File: src/rtl/riscv_pkg.sv
// Shared definitions for the RISC-V core front end: widths, PC step,
// reset NOP encoding and the fetch FSM state type.
package riscv_pkg;

    localparam int          XLEN      = 32;
    localparam logic [31:0] PC_STEP   = 32'd4;
    localparam logic [31:0] NOP_INSTR = 32'h0000_0013;

    typedef enum logic [1:0] {
        BOOT,
        REQ,
        WAIT,
        HOLD
    } fetch_state_t;

endpackage

File: src/rtl/fetch_pc_adder.sv
// Sequential-PC incrementer: plain modulo-2^W add, carry out discarded
// so the top of the address space wraps to zero.
module fetch_pc_adder #(
    parameter int W = riscv_pkg::XLEN
) (
    input  logic [W-1:0] a,
    input  logic [W-1:0] b,
    output logic [W-1:0] sum
);

    assign sum = a + b;

endmodule

File: src/rtl/fetch_pc_unit.sv
// Instruction-fetch stage: owns the PC, keeps one imem read in flight,
// buffers the returned word and hands {pc, instr} to decode.
module fetch_pc_unit
    import riscv_pkg::*;
#(
    parameter logic [31:0] RESET_PC = 32'h0000_0000,
    parameter int          XLEN     = 32
) (
    input  logic            clk,
    input  logic            rst,
    output logic            imem_req_valid,
    input  logic            imem_req_ready,
    output logic [XLEN-1:0] imem_req_addr,
    input  logic            imem_rsp_valid,
    input  logic [XLEN-1:0] imem_rsp_data,
    input  logic            redirect_valid,
    input  logic [XLEN-1:0] redirect_pc,
    output logic            if_valid,
    input  logic            if_ready,
    output logic [XLEN-1:0] if_pc,
    output logic [XLEN-1:0] if_instr
);

    fetch_state_t    state, state_n;
    logic [XLEN-1:0] pc, pc_n, ibuf, ibuf_n, pc_inc, target;
    logic            drop, drop_n;

    fetch_pc_adder #(.W(XLEN)) u_adder (
        .a   (pc),
        .b   (PC_STEP),
        .sum (pc_inc)
    );

    assign target = {redirect_pc[XLEN-1:2], 2'b00};

    // All handshake outputs come straight from registers.
    assign imem_req_valid = (state == REQ);
    assign if_valid       = (state == HOLD);
    assign imem_req_addr  = pc;
    assign if_pc          = pc;
    assign if_instr       = ibuf;

    always_ff @(posedge clk) begin
        if (rst) begin
            state <= BOOT;
            pc    <= RESET_PC;
            ibuf  <= NOP_INSTR;
            drop  <= 1'b0;
        end else begin
            state <= state_n;
            pc    <= pc_n;
            ibuf  <= ibuf_n;
            drop  <= drop_n;
        end
    end

    always_comb begin
        state_n = state;
        pc_n    = pc;
        ibuf_n  = ibuf;
        drop_n  = drop;
        case (state)
            BOOT: state_n = REQ;
            REQ: begin
                if (redirect_valid) pc_n = target;
                if (imem_req_ready) begin
                    state_n = WAIT;
                    drop_n  = redirect_valid;
                end
            end
            WAIT: begin
                if (redirect_valid) begin
                    pc_n   = target;
                    drop_n = 1'b1;
                end
                // A squashed fetch still owes us its response; swallow it.
                if (imem_rsp_valid) begin
                    if (drop || redirect_valid) begin
                        drop_n  = 1'b0;
                        state_n = REQ;
                    end else begin
                        ibuf_n  = imem_rsp_data;
                        state_n = HOLD;
                    end
                end
            end
            HOLD: begin
                if (redirect_valid) begin
                    pc_n    = target;
                    state_n = REQ;
                end else if (if_ready) begin
                    pc_n    = pc_inc;
                    state_n = REQ;
                end
            end
            default: state_n = BOOT;
        endcase
    end

    a_rsp_in_wait: assert property (@(posedge clk) disable iff (rst)
        imem_rsp_valid |-> state == WAIT)
        else $error("imem response outside WAIT");

endmodule
File: config.mk
export PLATFORM = sky130hd
export DESIGN_NAME = fetch_pc_unit
export DESIGN_NICKNAME = d
export VERILOG_FILES = /design/src/rtl/riscv_pkg.sv /design/src/rtl/fetch_pc_adder.sv /design/src/rtl/fetch_pc_unit.sv
export SDC_FILE = /design/constraint.sdc
export NUM_CORES = 1
export LEC_CHECK = 0
export ABC_CLOCK_PERIOD_IN_PS = 4070
export CAP_MARGIN = 5
export CORE_MARGIN = 5
export CORE_UTILIZATION = 45
export CTS_CLUSTER_SIZE = 24
export DETAILED_ROUTE_END_ITERATION = 10
export GPL_ROUTABILITY_DRIVEN = 0
export GPL_TIMING_DRIVEN = 0
export PLACE_DENSITY = 0.92
export SLEW_MARGIN = 20
export SYNTH_ARGS = -nofsm -noshare
export SYNTH_HDL_FRONTEND = slang
export SYNTH_SLANG_ARGS = --single-unit
File: constraint.sdc
create_clock -name clk -period 4.07 [get_ports clk]
set_clock_uncertainty 0.2 [all_clocks]
set_input_delay 1.221 -clock clk [delete_from_list [all_inputs] [get_ports clk]]
set_output_delay 1.221 -clock clk [all_outputs]
set_load 0.005 [all_outputs]
# Word level (Yosys, flattened, before mapping)
# Cells that the tools add are included.
dict set report totals {
  ff_bits 67
  in_bits 70
  output_inout_bits 98
}
dict set report op_classes {
  add_sub_neg 1
  eq_ne 7
  muxes 15
  n_bitwise 1
  n_reduce_logical 9
}
# op count
set ops {}
lappend ops {{two-way mux 32 bit} 3}
lappend ops {{case mux 32 bit (2 select lines)} 1}
lappend ops {{adder 32 x 3 -> 32 bit, second input constant} 1}
lappend ops {{two-way mux 2 bit} 5}
lappend ops {{AND reduction 3 bit} 3}
lappend ops {{case mux 2 bit (4 select lines)} 1}
lappend ops {{== test 2 bit, second input constant} 2}
lappend ops {{two-way mux 1 bit} 4}
lappend ops {{inequality test 2 x 1 -> 1 bit, second input constant} 2}
lappend ops {{nonzero test 2 bit} 2}
lappend ops {{inequality test 3 x 2 -> 1 bit, second input constant} 1}
lappend ops {{== test 2 x 1 -> 1 bit, second input constant} 1}
lappend ops {{zero test 2 bit} 1}
lappend ops {{inequality test 2 bit, second input constant} 1}
lappend ops {{case mux 1 bit (2 select lines)} 1}
lappend ops {{AND reduction 2 bit} 1}
lappend ops {{OR reduction 2 bit} 1}
lappend ops {{logical OR 1 bit} 1}
lappend ops {{inverter 1 bit} 1}

# Logic depth before layout (Yosys ltp)
# Gate-level depths: netlist (run 1).
dict set report depth {
  ltp_word 4
  depth_mapped 9
}

# Hierarchy
# Synthesis (run 1) repeated with hierarchy kept, for this count alone.
dict set report hier_totals {
  cells_unflattened 592
  area_unflattened_um2 4814.6
}
# module instances cells_per_inst area_per_inst_um2
set by_module_without_submodules {}
lappend by_module_without_submodules {fetch_pc_unit 1 351 3070.4}
lappend by_module_without_submodules {fetch_pc_adder 1 241 1744.2}

# Least setup slack after synthesis (run 1)
# Ideal clock, no wire load.
dict set report synth_path {
  path_kind {input to register}
  start {input redirect_valid}
  end {register pc[31] (netlist: if_pc[31])}
  setup_time_ps 120
  arrival_time_ps 2429
  t_required_ps 3750
  path_slack_ps 1321
  cell_stages 8
  path_buffers 3
  path_cell_list {buf_2 -> a21oi_1 -> or2_2 -> clkbuf_1 -> clkbuf_1 -> nand2_1 -> a31oi_1 -> a211o_1}
}
dict set report synth_between {
  elab_chain_len 2
  elab_cells_between_ends 5
  classes_between {eq/ne (2); mux (2); reduce/logical (1)}
}
# element line
set synth_lines {}
lappend synth_lines {{start, declared} fetch_pc_unit.sv:16} ;# input logic redirect_valid,
lappend synth_lines {{inequality test 3 x 2 -> 1 bit (no source line) (tied with other cells)} -}
lappend synth_lines {{AND reduction 3 bit (no source line) or case mux 32 bit (2 select lines) (tied branches)} -}
lappend synth_lines {{end signal, assigned} fetch_pc_unit.sv:51} ;# pc <= pc_n;
lappend synth_lines {{end, declared} fetch_pc_unit.sv:25} ;# logic [XLEN-1:0] pc, pc_n, ibuf, ibuf_n, pc_inc, target;
# Several ways; a longest one is shown, not always the timed one.
# A chain may end at the register's enable or synchronous reset.

# Worst setup path after layout (run 1)
dict set report layout_path {
  start {input if_ready}
  end {register pc[20] (netlist: if_pc[20])}
}
dict set report layout_between {
  elab_chain_len 2
}
# element line
set layout_lines {}
lappend layout_lines {{start, declared} fetch_pc_unit.sv:19} ;# input logic if_ready,
lappend layout_lines {{inequality test 3 x 2 -> 1 bit (no source line)} -}
lappend layout_lines {{AND reduction 3 bit (no source line)} -}
# No other way between the ends.

==> impl_results.md, run 1 <==
* CP Max Fanout at 7
* Routed WL at between 10 and 15 mm
* Antenna Nets Post-Route at 0
* Register area share after synthesis at between 30% and 40%
* Post-synth cell types at 56
* Worst r2r path cells at 8
* Ant diodes at 0
* Final Net Count at 720
* Hold_buf cts at 0
* Number of global-route vias before repair at about 4000
* Primary FF master, synth: dfxtp_1
* Total gr overflow at 0
* Sum Neg Setup Slack at 0 ns
* Post-synthesis cell area at around 3600 µm²
* Post-DP HPWL at 9.568 mm
* Post-synth ARST share at 0%
* Num CTS Buffers at 9
* Routed WL per cell at 17.34 µm
* Pleak at 2.038 nW
* Status: complete, no violations
* Crit path launch type: primary input
* Min cycle time layout at 3.242 ns
* H-tree Lvls at 3
* Post-DP Area at approximately 5300 µm²
* Global routing's busiest layer: met2
* Worst path required time at around 4.1 ns
* Width of the die at roughly 99 µm
* Share of cells above drive strength 1 at 10.31%
* Critical R2R Capture: if_pc[20]
* Met1 Use GR at between 30% and 40%
* Critical R2R Launch: state[0]
* Total GRT Usage at approximately a quarter
* Cell family with most CP delay: simple AND/OR/NAND/NOR gates
* Max cap viols at 0
* Worst reg-to-reg setup slack at roughly 1.3 ns
* Iteration count of the initial detailed-routing pass at 5
* Starting Density at about 46%
* Count leader, synth: nand2_1
* Postcts setup bufs at 0
* Power density cells at approximately 330 nW/µm²
* Io pins at 168
* F_max at between 300 and 400 MHz
* CTS tree: built
* Antenna violations before repair at 0
* Rel. slew slack at between 50% and 60%
* Arr. time, crit path at around 3.3 ns
* Met2 Use GR at 42.10%
* Residual DRC at 0
* Synth Register Bits at 65
* Clock transition at the registers of the reported paths at 0.07 ns
* Fill cell count at slightly above 600
* Top cell type by total area after synthesis: dfxtp_1
* PortBufs at 160
* Max IR drop VDD at ~210 µV
* # setup viols final at 0
* CP max stage cell: clkdlybuf4s50_1
* Slew @ Worst Pin at approximately 0.66 ns
* Register area at 1301 µm²
* Die footprint at 9836 µm²
* Yosys top cell area share at 36.36%
* Row cnt at 32
* Clock sink total at 65
* HP Class: register to register
* Core ar. at just under 8000 µm²
* Chip height at just under 100 µm
* Final worst path period share at approximately four fifths
* Clock latency on the worst-skew pair at 0.35 ns
* M3 GR Usage at under 10%
* Hold Crit Depth at 2
* Setup CP Type: primary input to register
* Area grow syn2layout at 53.74%
* Worst setup EP type: register
* Root Buffer: clkbuf_8
* Hold path startpoint: if_instr[22]
* Number of standard cells after synthesis at between 400 and 500
* First-pass GRT wire length at 20.34 mm
* Post-CTS Resized at 0
* Number of synthesized flops with an enable pin at 0
* Synth top area cells: dfxtp_1 (36%), nand2_1 (9.1%), a21oi_1 (8.0%)
* Clk buf depth at 2
* Post-Syn Area per Cell at roughly 7.6 µm²
* Bufs and invs on worst path at 2
* Total number of vias at approximately 4300
* Crit-path cells: clkdlybuf4s50_1 > a21oi_1 > or2_2 > clkbuf_1 > nor2_1 > o21ai_0 > a311oi_1
* Design area at about 5500 µm²
* Pin count of the biggest net entering global routing at 12
* CP peak stage delay at about 0.50 ns
* Hold Crit Endpoint: if_instr[22]
* RSZ-0062 raised after global routing: false
* Vias per cell at between 5 and 6
* Iter 0 DRT Violations at 416
* Max-slew violation count at 0
* Total of warnings raised by yosys at 0
* Multi-input gate area at 1886 µm²
* Hold Violations, Final at 0
* List of most frequent post-synthesis cells: nand2_1 (87), dfxtp_1 (65), a21oi_1 (57)
[final cells by class]
class / instances / area share [%]
clock inverters: 4 / 0.5003
inverters: 7 / 0.4776
well taps: 102 / 2.320
flip-flops and latches: 65 / 23.65
multi-input cells: 339 / 34.27
clock buffers: 12 / 2.820
repair buffers: 160 / 29.11
plain buffers: 63 / 6.846
[state kept, by name, summed over array words and instances (netlist names)]
register  flops
if_instr     32
state         2
drop          1
if_pc        30
[cell families after synthesis]
family | count (synthesis) | share of synthesized area, %
AOI/OAI and AO/OA | 108 | 18.29
adders and majority gates | 5 | 1.748
buffers and inverters | 70 | 11.26
DFF | 65 | 36.36
muxes | 6 | 1.678
other | 1 | 0.1048
and+or+nand+nor | 216 | 30.56
[how the worst max path moves through the flow]
stage / slack (ns) / depth (start not counted) / to / from
finish: 0.83 / 7 / if_pc[20] / if_ready
global route: 0.62 / 7 / if_pc[2] / if_ready
global placement: 0.57 / 7 / if_pc[2] / if_ready
detailed placement: 0.58 / 7 / if_pc[20] / if_ready
CTS: 0.91 / 7 / if_pc[2] / if_ready
floorplan: 1.32 / 8 / if_pc[31] / redirect_valid
[per-stage QoR]
step / hold WS, ns / instances / worst slack (ns) / utilization (%) / power (W)
3_5_place_dp: 0.2459 / 736 / 0.5842 / 68.83 / 0.001311
4_1_cts: 0.2557 / 752 / 0.9122 / 71.19 / 0.001817
3_3_place_gp: 0.2411 / 736 / 0.5745 / 68.83 / 0.001294
6_report: 0.2536 / 752 / 0.8283 / 71.19 / 0.001826
2_1_floorplan: 0.2527 / 474 / 1.321 / - / 0.001002
5_1_grt: 0.2811 / 752 / 0.6230 / 71.19 / 0.001904
[where the power goes]
group | internal (W) | switching (W)
registers | 0.000684 | 0.0000827
logic | 0.000325 | 0.000218
clock network | 0.000253 | 0.000264
total | 0.00126 | 0.000564
[cell usage in the layout, fill, tap and decap left out, drive strengths merged, types with 3 or more instances in the layout]
| master | instances |
|---|---|
| dfxtp | 65 |
| and3 | 11 |
| a311oi | 4 |
| nor4 | 9 |
| clkbuf | 36 |
| clkdlybuf4s50 | 160 |
| clkinvlp | 3 |
| nor2 | 37 |
| nand2b | 5 |
| o22ai | 7 |
| or2 | 3 |
| or3 | 4 |
| a31oi | 6 |
| o21ai | 11 |
| nand3b | 5 |
| and2 | 3 |
| buf | 39 |
| ha | 5 |
| nand4 | 11 |
| a21oi | 57 |
| nor2b | 4 |
| a211oi | 4 |
| nand2 | 87 |
| mux2i | 6 |
| nor3 | 7 |
| conb | 4 |
| inv | 7 |
| and4 | 3 |
| nand3 | 23 |
[layer usage]
metal	vias up	wire length (µm)
li1	1976	-
met1	1949	5033
met2	288	6325
met3	50	1214
met4	0	464
met5	-	0
[worst min-delay path: cells and delay by family (launching register included)]
family / cells / cell delay (ns)
flip-flops: 1 / 0.31
AND/OR/NAND/NOR: 1 / 0.05
AO/OA/AOI/OAI: 1 / 0.05
(Power assumes the default switching activity.)
==> run 2, diff against run 1 <==
ABC_CLOCK_PERIOD_IN_PS = 3100   (was 4070)
CORE_UTILIZATION = 42   (was 45)
PLACE_DENSITY = 0.87   (was 0.92)
clock period = 3.1 ns   (was 4.07 ns; I/O delays follow)
==> run 2 against run 1 <==
Compared with the run above:
- final cell count up 0.40%
- register-to-register slack got worse by 1.0 ns
- count of clock-buffer cells in the layout fell by 1
- critical endpoint unchanged
==> impl_results.md, run 2 (synthesis gave the netlist of run 1 again) <==
* Status: complete, no violations (unchanged)
* RSZ-0062 raised after global routing: false (unchanged)
* Worst path required time at 3.14 ns (was 4.13 ns)
* Ant diodes at 0 (unchanged)
* Total gr overflow at 0 (unchanged)
* Min cycle time layout at 3.024 ns
* Pleak at 2.028 nW (was 2.038 nW)
* Clock latency on the worst-skew pair at 0.34 ns (was 0.35 ns)
* Root Buffer: clkbuf_8 (unchanged)
* Clock transition at the registers of the reported paths at 0.07 ns (about the same)
* Total number of vias at 4235 (was 4263)
* Num CTS Buffers at 9 (unchanged)
* Slew @ Worst Pin at 0.6815 ns (was 0.6571 ns)
* Postcts setup bufs at 0 (unchanged)
* Post-CTS Resized at 0 (unchanged)
* Antenna Nets Post-Route at 0 (unchanged)
* Max IR drop VDD at 239.4 µV (was 214.8 µV)
* First-pass GRT wire length at 19.76 mm (was 20.34 mm)
* Clock sink total at 65 (unchanged)
* Io pins at 168 (unchanged)
* H-tree Lvls at 3 (unchanged)
* Total GRT Usage at 23.66% (was 25.37%)
* Hold Crit Depth at 2 (unchanged)
* HP Class: register to register (unchanged)
* Post-DP HPWL at 9.597 mm (was 9.568 mm)
* Number of global-route vias before repair at 4036 (was 4089)
* Hold Violations, Final at 0 (unchanged)
* Starting Density at 43.33% (was 46.31%)
* F_max at 330.7 MHz
* Width of the die at 102.3 µm (was 99.18 µm)
* Max reg flops at 32 (unchanged)
* Rel. slew slack at 54.57% (was 56.19%)
* Commonest non-fill, non-tap cells in the layout: clkdlybuf4s50_1 (160), nand2_1 (87), dfxtp_1 (65) (unchanged)
* Max-slew violation count at 0 (unchanged)
* Final worst path period share at 97.55%
* Post-Layout Cell Count at 755 (was 752)
* Final Net Count at 720 (unchanged)
* Placed cell count at 739 (was 736)
* Chip height at 102.3 µm (was 99.18 µm)
* Pin count of the biggest net entering global routing at 12 (unchanged)
* Worst reg-to-reg setup slack at 0.28 ns (was 1.31 ns)
* Routed WL at 12.64 mm (was 13.04 mm)
* Share of cells above drive strength 1 at 10.31% (unchanged)
* Core ar. at 8258 µm² (was 7727 µm²)
* Dpl ws at -0.1566 ns (was 0.5842 ns)
* PortBufs at 160 (unchanged)
* Iter 0 DRT Violations at 324 (was 416)
* Worst setup margin at 0.07598 ns (was 0.8283 ns)
* Setup CP Type: primary input to register (unchanged)
* Arr. time, crit path at 3.07 ns (was 3.30 ns)
* Row cnt at 33 (was 32)
* # setup viols final at 0 (unchanged)
* Worst setup EP type: register (unchanged)
* Iteration count of the initial detailed-routing pass at 5 (unchanged)
* Area grow syn2layout at 53.39% (was 53.74%)
* Crit path launch type: primary input (unchanged)
* Commonest non-fill, non-tap cell in the layout: clkdlybuf4s50_1 (unchanged)
* Routed WL per cell at 16.74 µm (was 17.34 µm)
* Die footprint at 10470 µm² (was 9836 µm²)
* Clk buf depth at 2 (unchanged)
* Hold_buf cts at 0 (unchanged)
* Power density cells at 426.3 nW/µm² (was 332.0 nW/µm²)
* Antenna violations before repair at 0 (unchanged)
* CTS tree: built (unchanged)
* Worst r2r path cells at 8 (unchanged)
* Hold_ws at 0.2553 ns (was 0.2536 ns)
* Residual DRC at 0 (unchanged)
* CP Max Fanout at 7 (unchanged)
* Max cap viols at 0 (unchanged)
* Vias per cell at 5.609 (was 5.669)
==> run 2: power breakdown <==
part / total, W / internal (W) / leakage (nW) / switching [W]
clock: 0.000621 / 0.000288 / 0.0753 / 0.000333
combinational: 0.000712 / 0.000427 / 1.42 / 0.000285
sequential: 0.00101 / 0.000898 / 0.529 / 0.000108
==> run 2: cell type report <==
class | count | area (µm²)
Fill cell | 718 | 2769
Multi-Input combinational cell | 339 | 1888
Timing Repair Buffer | 160 | 1602
Sequential cell | 65 | 1301
Buffer | 63 | 376.6
Clock buffer | 11 | 131.4
Tap cell | 105 | 131.4
Clock inverter | 5 | 32.53
Inverter | 7 | 26.28
==> run 2: final timing paths <==
check,start,to
worst min-delay path,if_instr[23],if_instr[23]
worst max-delay path,if_ready,if_pc[20]
worst max register to register,state[0],if_pc[20]
worst min register to register,if_instr[23],if_instr[23]
==> run 2: worst max-delay path, cell delays in order <==
cell	delay, ns
clkdlybuf4s50_1	0.49
a21oi_1	0.10
or2_2	0.28
clkbuf_1	0.19
nor2_1	0.56
o21ai_0	0.21
a311oi_1	0.30
==> run 2: layer usage <==
| layer | vias up | global-route usage [%] | wire length (µm) |
|---|---|---|---|
| met5 | - | 0 | 0 |
| met2 | 235 | 39.58 | 6273 |
| met4 | 0 | 8.577 | 276 |
| met1 | 1995 | 30.12 | 4971 |
| li1 | 1976 | - | - |
| met3 | 29 | 4.915 | 1115 |
==> run 2: per-stage QoR <==
step / utilization [%] / total power [W] / TNS, ns / cell area, µm²
after CTS: 66.44 / 0.002336 / 0 / 5487
final: 66.47 / 0.002340 / 0 / 5489
after global routing: 66.47 / 0.002455 / 0 / 5489
after detailed placement: 64.45 / 0.001723 / -0.8210 / 5323
after floorplan: - / 0.001316 / 0 / 3590
after global placement: 64.45 / 0.001703 / -0.6644 / 5323
